## src/rtl/div_pkg.sv

```systemverilog
// Shared types and constants for the sequential restoring divider.
// Build option: SEQ_DIVIDER_EARLY_OUT_EN (consumed in seq_divider.sv).
package div_pkg;

    typedef enum logic [1:0] {
        IDLE = 2'd0,
        CALC = 2'd1,
        DONE = 2'd2
    } state_t;

    localparam int DIV_W = 4;

    localparam logic [DIV_W-1:0] DIV_ONES    = {DIV_W{1'b1}};
    localparam logic [DIV_W-1:0] DIV_MIN_NEG = {1'b1, {(DIV_W-1){1'b0}}};

endpackage

```

## src/rtl/div_addsub.sv

```systemverilog
// Unsigned trial subtractor a - b computed as a + ~b + 1; borrow is the
// inverted carry-out.
module div_addsub #(
    parameter int N = 5
) (
    input  logic [N-1:0] a,
    input  logic [N-1:0] b,
    output logic [N-1:0] diff,
    output logic         borrow
);

    logic [N:0] sum;

    assign sum    = {1'b0, a} + {1'b0, ~b} + {{N{1'b0}}, 1'b1};
    assign diff   = sum[N-1:0];
    assign borrow = ~sum[N];

endmodule

```

## src/rtl/seq_divider.sv

```systemverilog
// Multi-cycle restoring divider, one quotient bit per clock, valid/ready both sides.
// Build option: SEQ_DIVIDER_EARLY_OUT_EN skips CALC when |divisor| > |dividend|.
//
// state | meaning
// IDLE  | in_ready=1, waiting for an operation
// CALC  | W restoring steps, one quotient bit per cycle
// DONE  | out_valid=1, result held until out_ready
module seq_divider
    import div_pkg::*;
#(
    parameter int W     = DIV_W,
    parameter int CNT_W = $clog2(W+1)
) (
    input  logic         clk,
    input  logic         rst_n,
    input  logic         in_valid,
    output logic         in_ready,
    input  logic [W-1:0] dividend,
    input  logic [W-1:0] divisor,
    input  logic         is_signed,
    output logic         out_valid,
    input  logic         out_ready,
    output logic [W-1:0] quotient,
    output logic [W-1:0] remainder,
    output logic         div_zero,
    output logic         overflow
);

    localparam logic [W-1:0] ONES    = {W{1'b1}};
    localparam logic [W-1:0] MIN_NEG = {1'b1, {(W-1){1'b0}}};

    state_t             state_q, state_n;
    logic [CNT_W-1:0]   cnt_q, cnt_n;
    logic [W-1:0]       rem_q, rem_n;
    logic [W-1:0]       dvd_q, dvd_n;
    logic [W-1:0]       dvs_q, dvs_n;
    logic               qneg_q, qneg_n;
    logic               rneg_q, rneg_n;
    logic [W-1:0]       quo_q, quo_n;
    logic [W-1:0]       rmd_q, rmd_n;
    logic               dz_q, dz_n;
    logic               ov_q, ov_n;

    logic [W-1:0]       dvd_mag, dvs_mag;
    logic [W:0]         shifted;
    logic [W:0]         diff;
    logic               borrow;
    logic               diff_unused;

    assign dvd_mag = (is_signed && dividend[W-1]) ? -dividend : dividend;
    assign dvs_mag = (is_signed && divisor[W-1])  ? -divisor  : divisor;

    // The partial remainder is always below the divisor, so only W bits are
    // stored; the W+1-bit window is rebuilt each step from the shift.
    assign shifted     = {rem_q, dvd_q[W-1]};
    assign diff_unused = diff[W];

    div_addsub #(.N(W+1)) u_addsub (
        .a      (shifted),
        .b      ({1'b0, dvs_q}),
        .diff   (diff),
        .borrow (borrow)
    );

    always_ff @(posedge clk or negedge rst_n) begin
        if (!rst_n) begin
            state_q <= IDLE;
            cnt_q   <= '0;
            rem_q   <= '0;
            dvd_q   <= '0;
            dvs_q   <= '0;
            qneg_q  <= 1'b0;
            rneg_q  <= 1'b0;
            quo_q   <= '0;
            rmd_q   <= '0;
            dz_q    <= 1'b0;
            ov_q    <= 1'b0;
        end else begin
            state_q <= state_n;
            cnt_q   <= cnt_n;
            rem_q   <= rem_n;
            dvd_q   <= dvd_n;
            dvs_q   <= dvs_n;
            qneg_q  <= qneg_n;
            rneg_q  <= rneg_n;
            quo_q   <= quo_n;
            rmd_q   <= rmd_n;
            dz_q    <= dz_n;
            ov_q    <= ov_n;
        end
    end

    always_comb begin
        state_n = state_q;
        cnt_n   = cnt_q;
        rem_n   = rem_q;
        dvd_n   = dvd_q;
        dvs_n   = dvs_q;
        qneg_n  = qneg_q;
        rneg_n  = rneg_q;
        quo_n   = quo_q;
        rmd_n   = rmd_q;
        dz_n    = dz_q;
        ov_n    = ov_q;

        case (state_q)
            IDLE: begin
                if (in_valid) begin
                    dz_n = 1'b0;
                    ov_n = 1'b0;
                    if (divisor == '0) begin
                        quo_n   = ONES;
                        rmd_n   = dividend;
                        dz_n    = 1'b1;
                        state_n = DONE;
                    end else if (is_signed && dividend == MIN_NEG && divisor == ONES) begin
                        quo_n   = dividend;
                        rmd_n   = '0;
                        ov_n    = 1'b1;
                        state_n = DONE;
`ifdef SEQ_DIVIDER_EARLY_OUT_EN
                    end else if (dvs_mag > dvd_mag) begin
                        quo_n   = '0;
                        rmd_n   = dividend;
                        state_n = DONE;
`endif
                    end else begin
                        dvd_n   = dvd_mag;
                        dvs_n   = dvs_mag;
                        rem_n   = '0;
                        qneg_n  = is_signed && (dividend[W-1] ^ divisor[W-1]);
                        rneg_n  = is_signed && dividend[W-1];
                        cnt_n   = CNT_W'(W);
                        state_n = CALC;
                    end
                end
            end
            CALC: begin
                rem_n = borrow ? shifted[W-1:0] : diff[W-1:0];
                dvd_n = {dvd_q[W-2:0], ~borrow};
                cnt_n = cnt_q - CNT_W'(1);
                if (cnt_q == CNT_W'(1)) begin
                    quo_n   = qneg_q ? -dvd_n : dvd_n;
                    rmd_n   = rneg_q ? -rem_n : rem_n;
                    state_n = DONE;
                end
            end
            DONE: begin
                if (out_ready) begin
                    state_n = IDLE;
                end
            end
            default: state_n = IDLE;
        endcase
    end

    assign in_ready  = (state_q == IDLE);
    assign out_valid = (state_q == DONE);
    assign quotient  = quo_q;
    assign remainder = rmd_q;
    assign div_zero  = dz_q;
    assign overflow  = ov_q;

endmodule

```

## config.mk

```make
export PLATFORM = sky130hd
export DESIGN_NAME = seq_divider
export DESIGN_NICKNAME = d
export VERILOG_FILES = /design/src/rtl/div_pkg.sv /design/src/rtl/div_addsub.sv /design/src/rtl/seq_divider.sv
export SDC_FILE = /design/constraint.sdc
export NUM_CORES = 1
export LEC_CHECK = 0
export CAP_MARGIN = 20
export CORE_UTILIZATION = 59
export CTS_CLUSTER_DIAMETER = 50
export DETAILED_ROUTE_END_ITERATION = 10
export PLACE_DENSITY_LB_ADDON = 0.15
export SLEW_MARGIN = 40
export SYNTH_ARGS = -nofsm -noshare
export SYNTH_HDL_FRONTEND = slang
export SYNTH_SLANG_ARGS = --single-unit
```

## constraint.sdc

```tcl
create_clock -name clk -period 5.64 [get_ports clk]
set_input_delay 0.846 -clock clk [delete_from_list [all_inputs] [get_ports clk]]
set_output_delay 0.846 -clock clk [all_outputs]
set_load 0.01 [all_outputs]
```

==> metrics, run 1 <==
Synth top cells by count 34 x nand2_1, 29 x dfrtp_1, 20 x nor2_1, 17 x inv_1, 15 x o21ai_1; Area Overhead vs Synth 16.6%; Crit path required time between 5 and 6 ns; fill count 224; Achievable Freq between 300 and 400 MHz; Hold Violations, Final 0; worst slew pin tran 0.646 ns; post-CTS setup buffers 0; mapped cell area 1830 sq um; Worst-Skew Late Latency 0.34 ns; Largest stage delay, worst path 0.51 ns; Distinct cells, synth 47; Antenna Nets Post-Route 0; Synthesized Nets roughly 240; Max VDD drop 0.000367 V; Synth top area share 39.6%; crit path launch type primary input; period utilization 49.3%; Diodes inserted 0; DIE AREA 3340 sq um; Slew Limit Headroom 57.0%; Max Cap Viol 0; height of the die 57.8 microns; initial antenna violation count 0; global-route wire length before repair 7030 microns; status finished, violations left; I/O Pins 25; CP max FO 14; placed cell area 2090 sq um; failing checks design-rule violations; gr ovfl total 0; clock sink count 29; row cnt 19; Crit. End Element register; Yosys top cell by area dfrtp_1; #FFs+latches synth 29; Hold Crit Depth 2; Slew Limit Fails 0; final core utilization 75.0%; register area share after synthesis 39.6%; CTS tree done; Leakage ~0.96 nW; hold_sp dvs_q[1]$_DFFE_PN0P_; layout cells sized above 1 7.66%; RSZ-0062 raised after global routing no; Worst path slowest cell o21ai_2; FF-to-FF Start dvd_q[3]$_DFFE_PN0P_; Clock Skew 0.00993 ns; initial core utilization between 60% and 70%; H-tree Lvls 2; die width around 58 microns; final setup fails 0; final instance area between 2000 and 2500 sq um; core footprint roughly 2900 sq um; total CTS buffers 5; Via density just over 6; # DRC 2; reg-to-reg endpoint remainder[3]$_DFFE_PN0P_; path depth of the worst reg2reg path 10; Avg Cell Area, Syn 8.73 sq um; area taken by multi-input logic gates 1020 sq um; Layout Nets 261; DRT iter0 DRCs 56; gr usage total 27.6%; Worst EP arrival 2.98 ns; Final GP Congestion 0.946; CTS root buffer clkbuf_4; WL/cell 15.0 microns; clock buffer depth 2; worst slack at placement 2.56 ns; largest net degree at the start of global routing 30; vias in the first global route 1600; top cells by area, synth dfrtp_1 40%, ha_1 7.5%, nand2_1 7.0%; Most used DFF post-synth dfrtp_1; flip-flop and latch area 726 sq um; Setup TNS Final 0 ns; Async SR Flop Fraction 100%; clock period minus worst slack about 2.8 ns; hpwl dp 3060 microns; number of hold buffers added after cts 0; Yosys warning count 0; Crit Path Class in -> reg; Via Count 1605; post-synthesis cell count 210; Post-synth EDFFs 0; Hold EP dvs_q[1]$_DFFE_PN0P_; Cell Chain, Critical Path clkdlybuf4s50_1, inv_1, ha_1, or3b_1, o211a_1, o21ai_2, nor2_1, xnor2_1, nand2_1; CTS resizes 0; port bufs 24; count leader, synth nand2_1; clock-pin slew on the worst setup and hold paths 0.08 ns; pwr dens approximately 630 nW/um^2; hold crit path type reg -> reg; Final Worst Setup Slack 2.86 ns; internal reg-to-reg setup slack roughly 3.1 ns; Final Routed Wirelength 3980 microns; DRT Pass-1 Iters 7
## placed cells by master (no fill, tap or decap), types with 2 or more instances in the layout
master / netlist / layout
or3_1: 2 / 2
xnor2_1: 7 / 7
nor2b_1: 3 / 2
nand2b_1: 2 / 2
a211oi_1: 2 / 2
a21oi_1: 5 / 5
mux2i_1: 2 / 2
nor2_1: 20 / 20
clkbuf_4: 0 / 5
o21ai_1: 15 / 14
ha_1: 11 / 11
inv_1: 17 / 17
a22oi_1: 2 / 2
nand3_1: 4 / 4
o21ai_0: 12 / 12
o31ai_1: 6 / 6
nand2_1: 34 / 34
a31oi_1: 4 / 4
dfrtp_1: 29 / 29
clkdlybuf4s50_1: 0 / 24
o211ai_1: 2 / 2
## worst max-delay path, delay by kind of cell
kind,cells,cell delay [ns]
simple gates,3,0.59
compound gates,2,0.64
fa+ha+maj,1,0.17
xor+xnor,1,0.18
buf+inv,2,0.55
## worst max-delay path by stage
stage	startpoint	end	slack (ns)	cells past startpoint
final	divisor[1]	cnt_q[2]$_DFFE_PN0P_	2.86	9
after global routing	divisor[1]	cnt_q[2]$_DFFE_PN0P_	2.72	9
after CTS	divisor[1]	cnt_q[2]$_DFFE_PN0P_	2.86	9
after detailed placement	divisor[1]	cnt_q[2]$_DFFE_PN0P_	2.56	9
after global placement	divisor[0]	remainder[3]$_DFFE_PN0P_	2.27	8
after floorplan	divisor[0]	dvd_q[0]$_DFFE_PN0P_	3.37	7
## sequential cells by signal, summed over array words and instances (netlist names)
name	count
state_q	2
dvd_q	4
rem_q	4
quotient	4
dvs_q	4
qneg_q	1
rneg_q	1
overflow	1
div_zero	1
cnt_q	3
remainder	4
## power by group
part           total (mW)  switching [mW]  internal [mW]
Clock               0.112          0.0690         0.0431
Sequential          0.378          0.0738          0.304
Combinational       0.853           0.481          0.372
## final cells by class
cell class | instances | area share (%)
clock inverter | 1 | 0.234
clock buffer | 5 | 1.76
sequential | 29 | 33.9
tap | 31 | 1.81
inverter | 17 | 2.98
multi-input combinational | 158 | 47.7
timing repair buffer | 25 | 11.6
## routing by layer
layer  routed length [microns]  part of all wire [%]  GRT usage (%)
met4                        82                   2.1           10.5
met2                      1810                    46           45.3
met1                      1810                    45           36.0
met5                         0                     0              0
met3                       279                   7.0           6.03
## metrics by stage
step | power, mW | cells | hold slack (ns)
after floorplan | 0.995 | 210 | 0.450
after global placement | 1.18 | 260 | 0.455
after detailed placement | 1.22 | 260 | 0.475
after CTS | 1.33 | 266 | 0.494
after global routing | 1.47 | 266 | 0.524
final | 1.34 | 266 | 0.490
## cells by family after synthesis
family / after synthesis / share of synthesized area (%)
fa+ha+maj: 12 / 8.59
flops: 29 / 39.6
xor+xnor: 8 / 3.82
compound gates: 61 / 22.7
mux: 3 / 1.71
buf+inv: 23 / 5.46
simple gates: 74 / 18.1
Power figures use the tool's default switching activity.
==> run 2: changes to the inputs <==
--- a/config.mk
+++ b/config.mk
@@ -6,7 +6,7 @@
 export NUM_CORES = 1
 export LEC_CHECK = 0
 export CAP_MARGIN = 20
-export CORE_UTILIZATION = 59
+export CORE_UTILIZATION = 54
 export CTS_CLUSTER_DIAMETER = 50
 export DETAILED_ROUTE_END_ITERATION = 10
 export PLACE_DENSITY_LB_ADDON = 0.15
==> constraint.sdc (replaced) <==
create_clock -name clk -period 2.7 [get_ports clk]
set_input_delay 0.405 -clock clk [delete_from_list [all_inputs] [get_ports clk]]
set_output_delay 0.405 -clock clk [all_outputs]
set_load 0.01 [all_outputs]
==> run 2 against run 1 <==
  * Critical endpoint is now remainder[2]$_DFFE_PN0P_
  * Sequential share of layout area is 0.83 points lower
  * Highest routed layer unchanged
  * Critical path type is now reg -> reg
  * Hold slack worse by 0.051 ns
  * The run now ends clean
  * Power is 110% higher
==> metrics, run 2 (synthesis results as in run 1) <==
final setup fails 0 (unchanged); Worst EP arrival 2.81 ns (-0.17 ns); clock network power share 8.7% (+0.4 points); Cell Chain, Critical Path inv_1, ha_1, inv_1, fa_1, and3_1, a21oi_2, o211ai_2, inv_1, ha_1, nor4_2, o21ai_1, a21oi_1; Power Total 2.88 mW (+110%); Leakage 0.985 nW (+2.3%); CP delay by family, top adder cells; CP dominant cell by count inv_1; CTS tree done; core footprint 3130 sq um (+9.6%); Max VDD drop 0.000655 V (+78%); gr ovfl total 0 (unchanged); CTS resizes 0 (unchanged); WP buf/inv 3 (+1); # DRC 0 (-2); post-CTS setup buffers 0 (unchanged); clock period minus worst slack 2.55 ns; die width 60.3 microns (+4.4%); number of hold buffers added after cts 0 (unchanged); Achievable Freq 392 MHz; hpwl dp 3160 microns (+3.3%); Diodes inserted 0 (unchanged); clock-pin slew on the worst setup and hold paths 0.10 ns (+0.02 ns); worst slew pin tran 0.480 ns (-0.165 ns); crit path launch type register; CP max FO 3 (-11); Logic pwr share 63.9% (+0.4 points); vias in the first global route 1585 (-0.94%); global-route wire length before repair 7020 microns (about the same); CTS root buffer clkbuf_4; largest net degree at the start of global routing 30 (unchanged); pwr dens 1310 nW/um^2 (+110%); most common cell after layout, fill and taps aside nand2_1; clock buffer depth 2 (unchanged); Crit path required time 2.95 ns (-2.88 ns); path depth of the worst reg2reg path 12 (+2); sw power 1.33 mW (+110%); I/O Pins 25 (unchanged); Via Count 1669 (+4.0%); FF-to-FF Start dvd_q[3]$_DFFE_PN0P_; Via density 5.86 (-2.9%); Antenna Nets Post-Route 0 (unchanged); status completed; period utilization 94.6%; Critical path origin dvd_q[3]$_DFFE_PN0P_; reg-to-reg endpoint remainder[2]$_DFFE_PN0P_; Hold Violations, Final 0 (unchanged); Max Cap Viol 0 (unchanged); Slew Limit Fails 0 (unchanged); row cnt 20 (+1); critical path depth 12 (+3); WL/cell 14.1 microns (-5.8%); layout cells sized above 1 9.13% (+1.5 points); CP endpoint remainder[2]$_DFFE_PN0P_; Int Pwr 1.55 mW (+120%); fill count 258 (+15%); RSZ-0062 raised after global routing no; H-tree Lvls 2 (unchanged); total CTS buffers 5 (unchanged); hold crit path type in -> async; height of the die 60.3 microns (+4.4%); Setup TNS Final 0 ns (unchanged); DRT Pass-1 Iters 4 (-3); gr usage total 26.4% (-1.2 points); Sequential Power Share 27.4% (-0.7 points); sw frac 46.1% (-0.38 points); Layout Nets 265 (+1.5%); Final Routed Wirelength 4020 microns (+0.90%); Largest stage delay, worst path 0.55 ns (+0.04 ns); DIE AREA 3630 sq um (+8.9%); Final GP Congestion 0.885 (-6.4%); DRT iter0 DRCs 70 (+25%); Crit Path Class reg -> reg; Crit. End Element register; initial antenna violation count 0 (unchanged); initial core utilization 58.6% (-5.7 points); Slew Limit Headroom 67.9% (+11 points); internal reg-to-reg setup slack 0.15 ns (-2.94 ns); Area Overhead vs Synth 19.5%; Worst path slowest cell fa_1; commonest non-fill, non-tap cells in the layout 34 x nand2_1, 29 x dfrtp_1, 24 x clkdlybuf4s50_1; port bufs 24 (unchanged); Clock Skew 0.0138 ns (+0.00382 ns); Worst-Skew Late Latency 0.34 ns (about the same); clock sink count 29 (unchanged)
-- run 2: changes by cell type in the layout (fill, tap and decap cells not counted), sizes merged --
cell,previous run,this run
clkbuf,5,6
clkinv,1,2
buf,1,5
-- run 2: layer usage --
metal  part of all wire [%]  GRT usage, %
met4                    4.0          14.0
met2                     45          41.1
met5                      0             0
met3                    7.4          6.06
met1                     44          33.8
-- run 2: metrics by stage --
stage | worst slack [ns] | std cells | util [%] | hold slack [ns] | area [sq um]
global placement | 0.279 | 277 | 68.1 | 0.454 | 2130
finish | 0.146 | 285 | 70.1 | 0.439 | 2190
global route | 0.00886 | 285 | 70.1 | 0.472 | 2190
floorplan | 0.443 | 210 | - | 0.109 | 1830
CTS | 0.132 | 285 | 69.8 | 0.444 | 2180
detailed placement | 0.179 | 277 | 68.1 | 0.473 | 2130
-- run 2: worst min path at each step --
| stage | to | slack, ns | depth (start not counted) |
|---|---|---|---|
| after global routing | quotient[0]$_DFFE_PN0P_ | 0.47 | 2 |
| after floorplan | cnt_q[0]$_DFFE_PN0P_ | 0.11 | 0 |
| after global placement | quotient[0]$_DFFE_PN0P_ | 0.45 | 2 |
| after detailed placement | dvs_q[1]$_DFFE_PN0P_ | 0.47 | 2 |
| after CTS | quotient[3]$_DFFE_PN0P_ | 0.44 | 2 |
| final | quotient[2]$_DFFE_PN0P_ | 0.44 | 2 |
-- run 2: cell type report --
cell class                 instances  area [sq um]  area share (%)
multi-input combinational        158          1020            46.5
inverter                          17          63.8            2.91
timing repair buffer              29           278            12.7
tap                               44          55.1            2.51
clock buffer                       6          41.3            1.88
sequential                        29           726            33.1
clock inverter                     2          10.0           0.457
-- run 2: worst register-to-register path, cell delays in order (launching register included) --
cell and delay, ns:
dfrtp_1 0.43, inv_1 0.07, ha_1 0.18, inv_1 0.07, fa_1 0.55, and3_1 0.20
a21oi_2 0.05, o211ai_2 0.10, inv_1 0.09, ha_1 0.23, nor4_2 0.26, o21ai_1 0.11
a21oi_1 0.13
-- run 2: power by group through the flow --
stage / logic [mW] / registers (mW) / clock network [mW]
2_1_floorplan: 1.29 / 0.787 / 0
3_3_place_gp: 1.70 / 0.783 / 0
3_5_place_dp: 1.79 / 0.796 / 0
4_1_cts: 1.80 / 0.786 / 0.256
5_1_grt: 2.07 / 0.815 / 0.275
6_report: 1.84 / 0.789 / 0.250
